$ cat src/rtl/cxu_pkg.sv
// Shared definitions for CX-attached units: function codes, status codes, FSM states.
package cxu_pkg;
    localparam int CXU_WIDTH    = 32;
    localparam int CXU_N_STATES = 4;

    localparam logic [2:0] CXU_FUNC_MAC   = 3'd0;
    localparam logic [2:0] CXU_FUNC_MUL   = 3'd1;
    localparam logic [2:0] CXU_FUNC_MULHU = 3'd2;
    localparam logic [2:0] CXU_FUNC_READ  = 3'd3;
    localparam logic [2:0] CXU_FUNC_WRITE = 3'd4;

    localparam logic [3:0] CXU_ST_OK      = 4'h0;
    localparam logic [3:0] CXU_ST_ILLEGAL = 4'h1;
    localparam logic [3:0] CXU_ST_WRAP    = 4'h2;

    typedef enum logic [1:0] {
        CXU_IDLE = 2'd0,
        CXU_BUSY = 2'd1,
        CXU_RESP = 2'd2
    } cxu_state_e;

    function automatic logic is_mul_func(input logic [2:0] func);
        return func <= CXU_FUNC_MULHU;
    endfunction
endpackage

$ cat src/rtl/cxu_seq_mul.sv
// Iterative 32x32->64 unsigned shift-add multiplier, one partial product per cycle.
module cxu_seq_mul
    import cxu_pkg::*;
(
    input  logic                   clk,
    input  logic                   rst,
    input  logic                   start,
    input  logic                   abort,
    input  logic [CXU_WIDTH-1:0]   a,
    input  logic [CXU_WIDTH-1:0]   b,
    output logic                   done,
    output logic [2*CXU_WIDTH-1:0] product
);
    logic [CXU_WIDTH-1:0]   a_q;
    logic [CXU_WIDTH-1:0]   b_q;
    logic [2*CXU_WIDTH-1:0] prod_q;
    logic [4:0]             cnt;
    logic                   busy;
    logic [2*CXU_WIDTH-1:0] step_add;

    // product is the accumulated value including this cycle's step, so the
    // final result is usable on the same edge that completes the last step.
    always_comb begin
        step_add = a_q[cnt] ? ({{CXU_WIDTH{1'b0}}, b_q} << cnt) : '0;
        product  = prod_q + step_add;
        done     = busy && (cnt == 5'd31) && !abort;
    end

    always_ff @(posedge clk or posedge rst) begin
        if (rst) begin
            a_q    <= '0;
            b_q    <= '0;
            prod_q <= '0;
            cnt    <= '0;
            busy   <= 1'b0;
        end else if (abort) begin
            busy <= 1'b0;
            cnt  <= '0;
        end else if (start) begin
            a_q    <= a;
            b_q    <= b;
            prod_q <= '0;
            cnt    <= '0;
            busy   <= 1'b1;
        end else if (busy) begin
            prod_q <= product;
            cnt    <= cnt + 5'd1;
            if (cnt == 5'd31) busy <= 1'b0;
        end
    end
endmodule

$ cat src/rtl/cxu_mac.sv
// Stateful multiply-accumulate CXU with four accumulator contexts behind a CX switch slot.
module cxu_mac
    import cxu_pkg::*;
(
    input  logic                 clk,
    input  logic                 rst,
    input  logic                 cxu_valid,
    input  logic [CXU_WIDTH-1:0] cxu_data0_i,
    input  logic [CXU_WIDTH-1:0] cxu_data1_i,
    input  logic [1:0]           cx_state_id_i,
    input  logic [2:0]           cxu_func_i,
    output logic                 cxu_ready,
    output logic [CXU_WIDTH-1:0] cxu_resp,
    output logic [3:0]           cxu_status,
    output logic [1:0]           fsm_state
);
    // Handshake: cxu_valid is held with stable operands until a one-cycle
    // cxu_ready pulse; dropping cxu_valid while busy aborts the operation.
    cxu_state_e state, state_next;

    logic [CXU_WIDTH-1:0]   acc [CXU_N_STATES];
    logic [2:0]             func_q;
    logic [1:0]             s_q;
    logic                   mul_start, mul_abort, mul_done;
    logic [2*CXU_WIDTH-1:0] mul_product;
    logic                   load;
    logic [CXU_WIDTH-1:0]   resp_d;
    logic [3:0]             status_d;
    logic                   acc_we;
    logic [1:0]             acc_idx;
    logic [CXU_WIDTH-1:0]   acc_wdata;
    logic [CXU_WIDTH:0]     mac_sum;

    cxu_seq_mul u_mul (
        .clk     (clk),
        .rst     (rst),
        .start   (mul_start),
        .abort   (mul_abort),
        .a       (cxu_data0_i),
        .b       (cxu_data1_i),
        .done    (mul_done),
        .product (mul_product)
    );

    always_ff @(posedge clk or posedge rst) begin
        if (rst) state <= CXU_IDLE;
        else     state <= state_next;
    end

    always_comb begin
        state_next = state;
        case (state)
            CXU_IDLE: if (cxu_valid) state_next = is_mul_func(cxu_func_i) ? CXU_BUSY : CXU_RESP;
            CXU_BUSY: if (!cxu_valid) state_next = CXU_IDLE;
                      else if (mul_done) state_next = CXU_RESP;
            CXU_RESP: state_next = CXU_IDLE;
            default:  state_next = CXU_IDLE;
        endcase
    end

    always_comb begin
        mul_start = 1'b0;
        mul_abort = 1'b0;
        load      = 1'b0;
        resp_d    = '0;
        status_d  = CXU_ST_OK;
        acc_we    = 1'b0;
        acc_idx   = s_q;
        acc_wdata = '0;
        mac_sum   = {1'b0, acc[s_q]} + {1'b0, mul_product[CXU_WIDTH-1:0]};
        case (state)
            CXU_IDLE: if (cxu_valid) begin
                acc_idx = cx_state_id_i;
                if (is_mul_func(cxu_func_i)) begin
                    mul_start = 1'b1;
                end else begin
                    load = 1'b1;
                    case (cxu_func_i)
                        CXU_FUNC_READ:  resp_d = acc[cx_state_id_i];
                        CXU_FUNC_WRITE: begin
                            resp_d    = acc[cx_state_id_i];
                            acc_we    = 1'b1;
                            acc_wdata = cxu_data0_i;
                        end
                        default: status_d = CXU_ST_ILLEGAL;
                    endcase
                end
            end
            CXU_BUSY: begin
                mul_abort = !cxu_valid;
                if (mul_done) begin
                    load = 1'b1;
                    case (func_q)
                        CXU_FUNC_MAC: begin
                            resp_d    = mac_sum[CXU_WIDTH-1:0];
                            status_d  = mac_sum[CXU_WIDTH] ? CXU_ST_WRAP : CXU_ST_OK;
                            acc_we    = 1'b1;
                            acc_wdata = mac_sum[CXU_WIDTH-1:0];
                        end
                        CXU_FUNC_MUL: resp_d = mul_product[CXU_WIDTH-1:0];
                        default:      resp_d = mul_product[2*CXU_WIDTH-1:CXU_WIDTH];
                    endcase
                end
            end
            default: ;
        endcase
    end

    // Response registers hold their value only for the RESP cycle.
    always_ff @(posedge clk or posedge rst) begin
        if (rst) begin
            cxu_ready  <= 1'b0;
            cxu_resp   <= '0;
            cxu_status <= '0;
            func_q     <= '0;
            s_q        <= '0;
            for (int i = 0; i < CXU_N_STATES; i++) acc[i] <= '0;
        end else begin
            cxu_ready  <= load;
            cxu_resp   <= load ? resp_d : '0;
            cxu_status <= load ? status_d : '0;
            if (state == CXU_IDLE && cxu_valid) begin
                func_q <= cxu_func_i;
                s_q    <= cx_state_id_i;
            end
            if (acc_we) acc[acc_idx] <= acc_wdata;
        end
    end

    assign fsm_state = state;
endmodule

$ cat config.mk
export PLATFORM = sky130hd
export DESIGN_NAME = cxu_mac
export DESIGN_NICKNAME = d
export VERILOG_FILES = /design/src/rtl/cxu_pkg.sv /design/src/rtl/cxu_seq_mul.sv /design/src/rtl/cxu_mac.sv
export SDC_FILE = /design/constraint.sdc
export NUM_CORES = 1
export LEC_CHECK = 0
export ABC_AREA = 1
export CAP_MARGIN = 0
export CELL_PAD_IN_SITES_DETAIL_PLACEMENT = 1
export CELL_PAD_IN_SITES_GLOBAL_PLACEMENT = 1
export CORE_ASPECT_RATIO = 1.1
export CORE_MARGIN = 3
export CORE_UTILIZATION = 51
export CTS_BUF_LIST = sky130_fd_sc_hd__clkbuf_16
export CTS_CLUSTER_DIAMETER = 120
export DETAILED_ROUTE_END_ITERATION = 8
export DONT_BUFFER_PORTS = 1
export PLACE_DENSITY_LB_ADDON = 0.1
export SYNTH_ARGS = -nofsm -noshare
export SYNTH_HDL_FRONTEND = slang
export SYNTH_SLANG_ARGS = --single-unit
$ cat constraint.sdc
create_clock -name clk -period 18.2 [get_ports clk]
set_input_delay 2.73 -clock clk [delete_from_list [all_inputs] [get_ports clk]]
set_output_delay 2.73 -clock clk [all_outputs]
set_load 0.05 [all_outputs]
==> run metrics <==
status completed; Layout Utilization 55.5%; slew of the pin with the lowest slew margin 1.28 ns; critical path startpoint category register; async set-reset flop share out of synthesis 100%; Starting Density 52.1%; Post-DRT Antenna Nets 0; worst hold path type register to register; Site Rows 80; Slew Limit Fails 0; Yosys reg bits 304; IO Count 111; Top cell by count, worst path nand2_1; CTS Hold Bufs 0; Lkg Pwr 12.5 nW; Worst-path clk slew 0.07 ns; Worst Reg-to-Reg Cells 31; setup TNS 0 ns; cell area after synthesis 22,900 µm²; Syn. warnings 0; CTS resizes 0; CP max stage delay 1.08 ns; clock skew 0.0315 ns; core area 43,800 µm²; critical hold path startpoint u_mul.prod_q[58]; Psw 3.01 mW; drt drc 0; number of synthesized flops with an enable pin 0; Final Hold Viols 0; sequential fraction of the synthesis area 33.3%; deepest clock path buffer count 3; largest net degree at the start of global routing 139; endpoint class of the critical path register; reg-to-reg endpoint acc[93]; Final nets 3,544; maximum fanout along the worst path 70; Final Setup Violations 0; Post-CTS Setup Bufs 0; critical path arrival 8.50 ns; reg2reg start u_mul.cnt[0]; Avg WL per Cell 24.6 µm; CTS tree yes; initial antenna violation count 1; P_int 2.32 mW; Via density 6.16; Slew HR 14.6%; die area 47,400 µm²; Tmin final 8.05 ns; Synth cell types 54; Die W 208 µm; Hold Worst Slack 0.486 ns; Max Cap Viol 0; Flop pwr share 18.1%; cell count of the worst hold path 1; Tcrit/Tclk final 44.2%; initial DRC count 2,025; Num CTS Buffers 37; Worst Path Required 18.66 ns; Post-Route WL 97,700 µm; cells after synthesis 3,463; Sw Ratio 56.5%; total track usage 40.3%; GRT Max-Usage Layer met2; syn avg cell area 6.60 µm²; IO Port Bufs 0; gr ovfl total 0; placer congestion estimate 1.03; power density of the placed cells 219 nW/µm²; grt met1 use 49.5%; CP max-delay cell dfrtp_2; Worst VDD drop 0.0810 mV; Hold Path Sink u_mul.prod_q[58]; first-pass GRT wire length 150,000 µm; RSZ-0062 raised after global routing no; CTS sink count 304; Max H-tree Level 2; Clock Latency Late Sink 0.58 ns; Area growth syn-to-layout 6.51%; leading cell types in the layout, fill and taps excluded nand2_1 (970), o21ai_0 (495), inv_1 (419), dfrtp_1 (303), nor2_1 (245); vias in the first global route 25,553; Clk pwr share 13.7%; flop2flop setup slack 10.15 ns; drt first pass iters 5; layout cell share with drive strength beyond 1 5.12%; Post-DP HPWL 73,300 µm; Comb power frac 68.2%; fillcell total 5,907; Setup CP Type register to register; Total Power 5.33 mW; Main synth FF type dfrtp_1; met2 Usage GRT 67.6%; total number of vias 24,501; commonest non-fill, non-tap cell in the layout nand2_1; clock root buffer master clkbuf_16; fmax 124 MHz; M3 GR Usage 5.78%; die height 228 µm
-- sequential cells by signal, summed over array words and instances, names as in the netlist --
name and count:
cxu_resp 32, u_mul.cnt 5, func_q 3, acc 128
cxu_ready 1, fsm_state 2, u_mul.prod_q 64, u_mul.busy 1
cxu_status 2, s_q 2, u_mul.a_q 32, u_mul.b_q 32
-- metal layers --
layer  vias up  wire length (µm)
met3       328              6320
met4         0              7220
met5         -                 0
li1      11109                 -
met2      1032             46100
met1     12032             38000
-- metrics by stage --
step / std cells / setup WS (ns) / instance area [µm²]
after CTS: 3975 / 10.32 / 24300
final: 3976 / 10.15 / 24300
after floorplan: 3464 / 7.07 / 22900
after global placement: 3908 / 10.65 / 23200
after global routing: 3975 / 9.29 / 24300
after detailed placement: 3908 / 10.37 / 23200
-- power by group through the flow --
stage	combinational, mW	clock, mW	sequential, mW
2_1_floorplan	2.51	0	0.911
5_1_grt	3.99	0.761	0.977
4_1_cts	3.56	0.734	0.959
3_3_place_gp	3.40	0	0.956
3_5_place_dp	3.52	0	0.966
6_report	3.64	0.731	0.963
-- area by class of cell --
class / instances / area (µm²) / share of cell area (%)
Antenna cell: 1 / 2.50 / 0.0103
Sequential cell: 304 / 7610 / 31.3
Clock inverter: 29 / 198 / 0.812
Inverter: 433 / 1630 / 6.71
Timing Repair Buffer: 30 / 225 / 0.925
Tap cell: 574 / 718 / 2.95
Clock buffer: 38 / 951 / 3.91
Multi-Input combinational cell: 2567 / 13000 / 53.4
-- cells by family after synthesis --
group	share of synthesized area [%]
simple gates	26.4
other cells	0.0164
buf+inv	9.91
flops	33.3
fa+ha+maj	5.49
compound gates	21.5
mux	1.18
xor+xnor	2.18
-- worst max-delay path by stage --
stage | startpoint | end | slack, ns | depth (start not counted)
2_1_floorplan | rst | acc[0] | 7.07 | 1
3_3_place_gp | u_mul.cnt[0] | acc[125] | 10.65 | 31
3_5_place_dp | u_mul.cnt[0] | acc[93] | 10.37 | 31
4_1_cts | u_mul.cnt[0] | acc[93] | 10.32 | 31
5_1_grt | u_mul.cnt[0] | acc[93] | 9.29 | 31
6_report | u_mul.cnt[0] | acc[93] | 10.15 | 31
-- critical path, delay by kind of cell, from the launching register on --
kind	cells	cell delay [ns]
DFF	1	1.08
buffers and inverters	3	0.89
and+or+nand+nor	20	3.62
AOI/OAI and AO/OA	5	1.15
adders and majority gates	2	0.75
xor gates and xnor gates	1	0.42
-- cell usage after synthesis (30+ instances only) --
library cell,count,share of area [%]
nor3_1,40,0.88
a21oi_1,238,5.2
xor2_1,39,1.5
ha_1,97,5.3
dfrtp_1,304,33
inv_1,419,6.9
nand3_1,142,3.1
a31oi_1,30,0.82
clkbuf_1,123,2.0
nand2_1,971,16
o21ai_0,495,11
nor2_1,246,4.0
(Power assumes the default switching activity.)
